<file path="config.mk">
export PLATFORM = sky130hd
export DESIGN_NAME = btn_conditioner
export DESIGN_NICKNAME = d
export VERILOG_FILES = /design/src/rtl/btn_cond_pkg.sv /design/src/rtl/btn_debounce_cell.sv /design/src/rtl/btn_conditioner.sv
export SDC_FILE = /design/constraint.sdc
export NUM_CORES = 1
export LEC_CHECK = 0
export CAP_MARGIN = 20
export CORE_UTILIZATION = 50
export CTS_CLUSTER_SIZE = 12
export DETAILED_ROUTE_END_ITERATION = 8
export GPL_TIMING_DRIVEN = 0
export PLACE_DENSITY = 0.7
export SYNTH_ARGS = -nofsm -noshare
export SYNTH_HDL_FRONTEND = slang
export SYNTH_HIERARCHICAL = 1
export SYNTH_SLANG_ARGS = --single-unit
</file>
<file path="constraint.sdc">
create_clock -name clk -period 1.9 [get_ports clk]
set_input_delay 0.285 -clock clk [delete_from_list [all_inputs] [get_ports clk]]
set_output_delay 0.285 -clock clk [all_outputs]
set_load 0.01 [all_outputs]
</file>
<file path="src/rtl/btn_cond_pkg.sv">
// Shared types and defaults for the push-button conditioner.
// The single-button guard is enabled by defining BTN_COND_SINGLE_EN.
package btn_cond_pkg;

    typedef enum logic [1:0] {
        ST_UP       = 2'd0,
        ST_DOWN_CHK = 2'd1,
        ST_DOWN     = 2'd2,
        ST_UP_CHK   = 2'd3
    } cell_state_e;

    localparam int DEBOUNCE_DEFAULT = 1_000_000;
    localparam int N_BTN_DEFAULT    = 3;

    // A single-cycle debounce still needs a one-bit counter to exist.
    function automatic int cnt_width(input int cycles);
        return (cycles > 1) ? $clog2(cycles) : 1;
    endfunction

endpackage

</file>
<file path="src/rtl/btn_debounce_cell.sv">
// One button: two-flop synchronizer, four-state debounce cell and registered
// active-low level plus press/release pulses. inhibit_i pins the cell in UP.
module btn_debounce_cell
    import btn_cond_pkg::*;
#(
    parameter int DEBOUNCE_CYCLES = DEBOUNCE_DEFAULT
) (
    input  logic clk_i,
    input  logic rst_i,
    input  logic raw_i,
    input  logic inhibit_i,
    output logic clean_o,
    output logic press_o,
    output logic release_o,
    output logic busy_o,
    output logic enter_down_o
);

    localparam int CW = cnt_width(DEBOUNCE_CYCLES);
    localparam logic [CW-1:0] CNT_LAST = CW'(DEBOUNCE_CYCLES - 1);

    logic          sync1_q, sync2_q;
    cell_state_e   state_q, state_d;
    logic [CW-1:0] cnt_q, cnt_d;
    logic          clean_q, clean_d;
    logic          press_q, press_d;
    logic          release_q, release_d;
    logic          enter_down;

    always_comb begin
        state_d    = state_q;
        cnt_d      = cnt_q;
        enter_down = 1'b0;
        unique case (state_q)
            ST_UP: begin
                if (!sync2_q) begin
                    state_d = ST_DOWN_CHK;
                    cnt_d   = '0;
                end
            end
            ST_DOWN_CHK: begin
                if (sync2_q) begin
                    state_d = ST_UP;
                    cnt_d   = '0;
                end else if (cnt_q == CNT_LAST) begin
                    state_d    = ST_DOWN;
                    enter_down = 1'b1;
                end else begin
                    cnt_d = cnt_q + 1'b1;
                end
            end
            ST_DOWN: begin
                if (sync2_q) begin
                    state_d = ST_UP_CHK;
                    cnt_d   = '0;
                end
            end
            ST_UP_CHK: begin
                if (!sync2_q) begin
                    state_d = ST_DOWN;
                    cnt_d   = '0;
                end else if (cnt_q == CNT_LAST) begin
                    state_d = ST_UP;
                end else begin
                    cnt_d = cnt_q + 1'b1;
                end
            end
            default: begin
                state_d = ST_UP;
                cnt_d   = '0;
            end
        endcase

        // Inhibit only blocks a press in progress; an accepted press is left alone.
        if (inhibit_i && (state_q == ST_UP || state_q == ST_DOWN_CHK)) begin
            state_d = ST_UP;
            cnt_d   = '0;
        end

        clean_d   = !(state_d == ST_DOWN || state_d == ST_UP_CHK);
        press_d   = (state_q == ST_DOWN_CHK) && (state_d == ST_DOWN);
        release_d = (state_q == ST_UP_CHK) && (state_d == ST_UP);
    end

    always_ff @(posedge clk_i) begin
        if (rst_i) begin
            sync1_q   <= 1'b1;
            sync2_q   <= 1'b1;
            state_q   <= ST_UP;
            cnt_q     <= '0;
            clean_q   <= 1'b1;
            press_q   <= 1'b0;
            release_q <= 1'b0;
        end else begin
            sync1_q   <= raw_i;
            sync2_q   <= sync1_q;
            state_q   <= state_d;
            cnt_q     <= cnt_d;
            clean_q   <= clean_d;
            press_q   <= press_d;
            release_q <= release_d;
        end
    end

    assign clean_o      = clean_q;
    assign press_o      = press_q;
    assign release_o    = release_q;
    assign busy_o       = (state_q == ST_DOWN) || (state_q == ST_UP_CHK);
    assign enter_down_o = enter_down;

endmodule

</file>
<file path="src/rtl/btn_conditioner.sv">
// Synchronizes and debounces N_BTN active-low buttons for the lock FSM.
// Define BTN_COND_SINGLE_EN to allow at most one button low on btn_clean.
module btn_conditioner
    import btn_cond_pkg::*;
#(
    parameter int N_BTN           = N_BTN_DEFAULT,
    parameter int DEBOUNCE_CYCLES = DEBOUNCE_DEFAULT
) (
    input  logic             clk,
    input  logic             rst,
    input  logic [N_BTN-1:0] btn_raw,
    output logic [N_BTN-1:0] btn_clean,
    output logic [N_BTN-1:0] btn_press,
    output logic [N_BTN-1:0] btn_release
);

    logic [N_BTN-1:0] busy;
    logic [N_BTN-1:0] enter_down;
    logic [N_BTN-1:0] inhibit;

`ifdef BTN_COND_SINGLE_EN
    logic [N_BTN-1:0] others;
    logic             multi_enter;

    // Block any bit while another is held, and cancel simultaneous acceptances.
    always_comb begin
        inhibit     = '0;
        others      = '0;
        multi_enter = ($countones(enter_down) > 1);
        for (int i = 0; i < N_BTN; i++) begin
            others     = busy;
            others[i]  = 1'b0;
            inhibit[i] = (|others) || (multi_enter && enter_down[i]);
        end
    end
`else
    logic unused_guard;
    assign unused_guard = ^{busy, enter_down};
    assign inhibit      = '0;
`endif

    for (genvar g = 0; g < N_BTN; g++) begin : g_cell
        btn_debounce_cell #(
            .DEBOUNCE_CYCLES(DEBOUNCE_CYCLES)
        ) u_cell (
            .clk_i       (clk),
            .rst_i       (rst),
            .raw_i       (btn_raw[g]),
            .inhibit_i   (inhibit[g]),
            .clean_o     (btn_clean[g]),
            .press_o     (btn_press[g]),
            .release_o   (btn_release[g]),
            .busy_o      (busy[g]),
            .enter_down_o(enter_down[g])
        );
    end

endmodule

</file>
==> results.yml <==
critical_path:
  endpoint_kind: "flop"
  crit_arrival_ns: 2.11
  rr_worst_depth: 6
  start_kind: "flop"
  crit_required_ns: 2.15
  r2r_start: "g_cell[2].u_cell/cnt_q[0]$_SDFFE_PP0P_"
  worstSetupPathType: "reg -> reg"
  cp_max_fo: 5
  r2r_slack_ns: 0.04
  reg2reg_to: "g_cell[2].u_cell/state_q[1]$_SDFF_PP0_"
power_and_ir_drop:
  ir_worst_vdd_mv: 0.334
  switching_share_pct: 21.3
  combPwrFrac_pct: 3.8
  clockPowerShare_pct: 42.9
  intPower_mw: 2.52
  p_sw_mw: 0.683
  seq_power_share_pct: 53.3
  leakage_nw: 1.62
  p_per_area_nw_per_um2: 640
die:
  die_w_um: 94.3
  core_area_um2: 8220
  initial_core_util_pct: 51.8
  dieArea_um2: 8890
  pin_count: 14
  rows: 33
  die_h_um: 94.3
min_path:
  hold_end: "g_cell[2].u_cell/sync2_q$_SDFF_PP1_"
  hold_path_class: "reg -> reg"
  hp-start: "g_cell[2].u_cell/sync1_q$_SDFF_PP1_"
  holdPathStages: 1
finish:
  stdcell_count: 659
  layout_common_cells: "dfxtp_1 (78), nand2_1 (44), a21oi_1 (34), nand3_1 (34), o21ai_0 (25)"
  diodes: 0
  nets: 558
  final_core_util_pct: 60.9
  fin_area_um2: 5000
  drive_gt1_share_pct: 14.6
  area_growth_syn_to_layout_pct: 17.5
  fillers: 717
  final_common_cell: "dfxtp_1"
route:
  vias: 3955
  final_antenna_net_count: 0
  dr.pass1.iters: 5
  routedWlPerCell_um: 14.9
  routed_wl_um: 9800
  drt-vias-per-instance: 6.00
  drcViolationCount: 0
  drt_iter0_drc: 211
timing:
  hold_viol_final: 0
  slew_headroom_pct: 63.6
  drv_slew: 0
  period_share_pct: 98.1
  fmax_mhz: 536
  finClkSkew_ns: 0.00938
  finalCriticalPeriod_ns: 1.86
  setup_slack_ns: 0.0352
  worstMarginPinSlew_ns: 0.546
  setup_violations: 0
  holdWs_ns: 0.416
global_routing:
  grt_pass1_vias: 3601
  grt_start_max_net_pins: 14
  grt_overflow: 0
  grt_pass1_wl_um: 16500
  track_usage_pct: 23.2
  grt_antenna_before_repair: 0
clocking:
  clk_pin_slew_ns: 0.08
  clkSinkCount: 81
  clockBufferDepth: 2
  tritoncts: "built"
  clock-root-buffer: "clkbuf_8"
  cts.htree.levels: 3
  cts_buffers: 9
  insertion_delay_ns: 0.34
  cts_hold_buffers: 0
job:
  drv_cap: 0
place:
  post-place-ws_ns: -0.196
  place_inst: 631
  hpwl_um: 6710
  gp_congestion: 0.860
  portBuffers: 12
  place_area_um2: 4570
synth:
  synthCells: 500
  synth_area_per_cell_um2: 8.52
  yosysWarnings: 6
  synth.cell_area_um2: 4260
status:
  status: "finished, final reports clean"
[through the flow]
stage | total power [mW] | TNS (ns)
floorplan | 1.83 | 0
global placement | 1.85 | -1.74
detailed placement | 1.86 | -2.27
CTS | 3.23 | 0
global route | 3.32 | -0.0520
finish | 3.20 | 0
[area by class of cell]
cell class              count  area, µm²  share of cell area [%]
repair buffers             27        233                    4.65
plain buffers              23        143                    2.85
well taps                 105        131                    2.63
clock buffers              10        138                    2.75
clock inverters             5       80.1                    1.60
inverters                   6       22.5                   0.450
multi-input cells         402       2630                    52.5
flip-flops and latches     81       1630                    32.5
[how the worst max path moves through the flow]
stage	start	endpoint	slack (ns)	cells after the start
after global placement	g_cell[2].u_cell/cnt_q[0]$_SDFFE_PP0P_	g_cell[2].u_cell/clean_o$_SDFF_PP1_	-0.22	6
after global routing	g_cell[0].u_cell/cnt_q[6]$_SDFFE_PP0P_	g_cell[0].u_cell/clean_o$_SDFF_PP1_	-0.03	5
final	g_cell[2].u_cell/cnt_q[0]$_SDFFE_PP0P_	g_cell[2].u_cell/state_q[1]$_SDFF_PP0_	0.04	6
after floorplan	g_cell[2].u_cell/cnt_q[0]$_SDFFE_PP0P_	g_cell[2].u_cell/clean_o$_SDFF_PP1_	0.02	6
after detailed placement	g_cell[2].u_cell/cnt_q[0]$_SDFFE_PP0P_	g_cell[2].u_cell/state_q[0]$_SDFF_PP0_	-0.20	7
after CTS	g_cell[1].u_cell/state_q[1]$_SDFF_PP0_	g_cell[1].u_cell/cnt_q[2]$_SDFFE_PP0P_	0.003	6
[registers in the layout, indices dropped and copies added (netlist names)]
name and flops:
g_cell.u_cell/press_o 3, g_cell.u_cell/release_o 3, g_cell.u_cell/clean_o 3, g_cell.u_cell/cnt_q 60, g_cell.u_cell/state_q 6, g_cell.u_cell/sync2_q 3
g_cell.u_cell/sync1_q 3
[layer usage]
layer | wire length (µm) | share of wire (%) | GRT usage [%] | up-vias
met4 | 148 | 1.5 | 9.49 | 0
met2 | 4460 | 45 | 37.1 | 91
met3 | 399 | 4.1 | 3.07 | 12
met5 | 0 | 0 | 0 | -
li1 | - | - | - | 1995
met1 | 4800 | 49 | 31.2 | 1857
[timing repair]
item / in CTS / in global routing
setup endpoints to repair: 38 / 62
setup buffers: 5 / 10
pin swaps: 4 / 11
resized for setup: 8 / 25
[worst max-delay path: stages (launching register included)]
cell and delay (ns):
dfxtp_4 0.38, ha_4 0.15, nand2_2 0.06, or4b_4 0.55, nor4_4 0.29, nor2_2 0.08
a211oi_1 0.26
[power groups by stage]
stage / Clock (mW) / Sequential [mW] / Combinational [mW]
CTS: 1.41 / 1.71 / 0.118
detailed placement: 0 / 1.75 / 0.110
global route: 1.48 / 1.71 / 0.137
global placement: 0 / 1.75 / 0.109
finish: 1.37 / 1.71 / 0.123
floorplan: 0 / 1.74 / 0.0841
No activity file was read; power rests on OpenSTA's default activity.
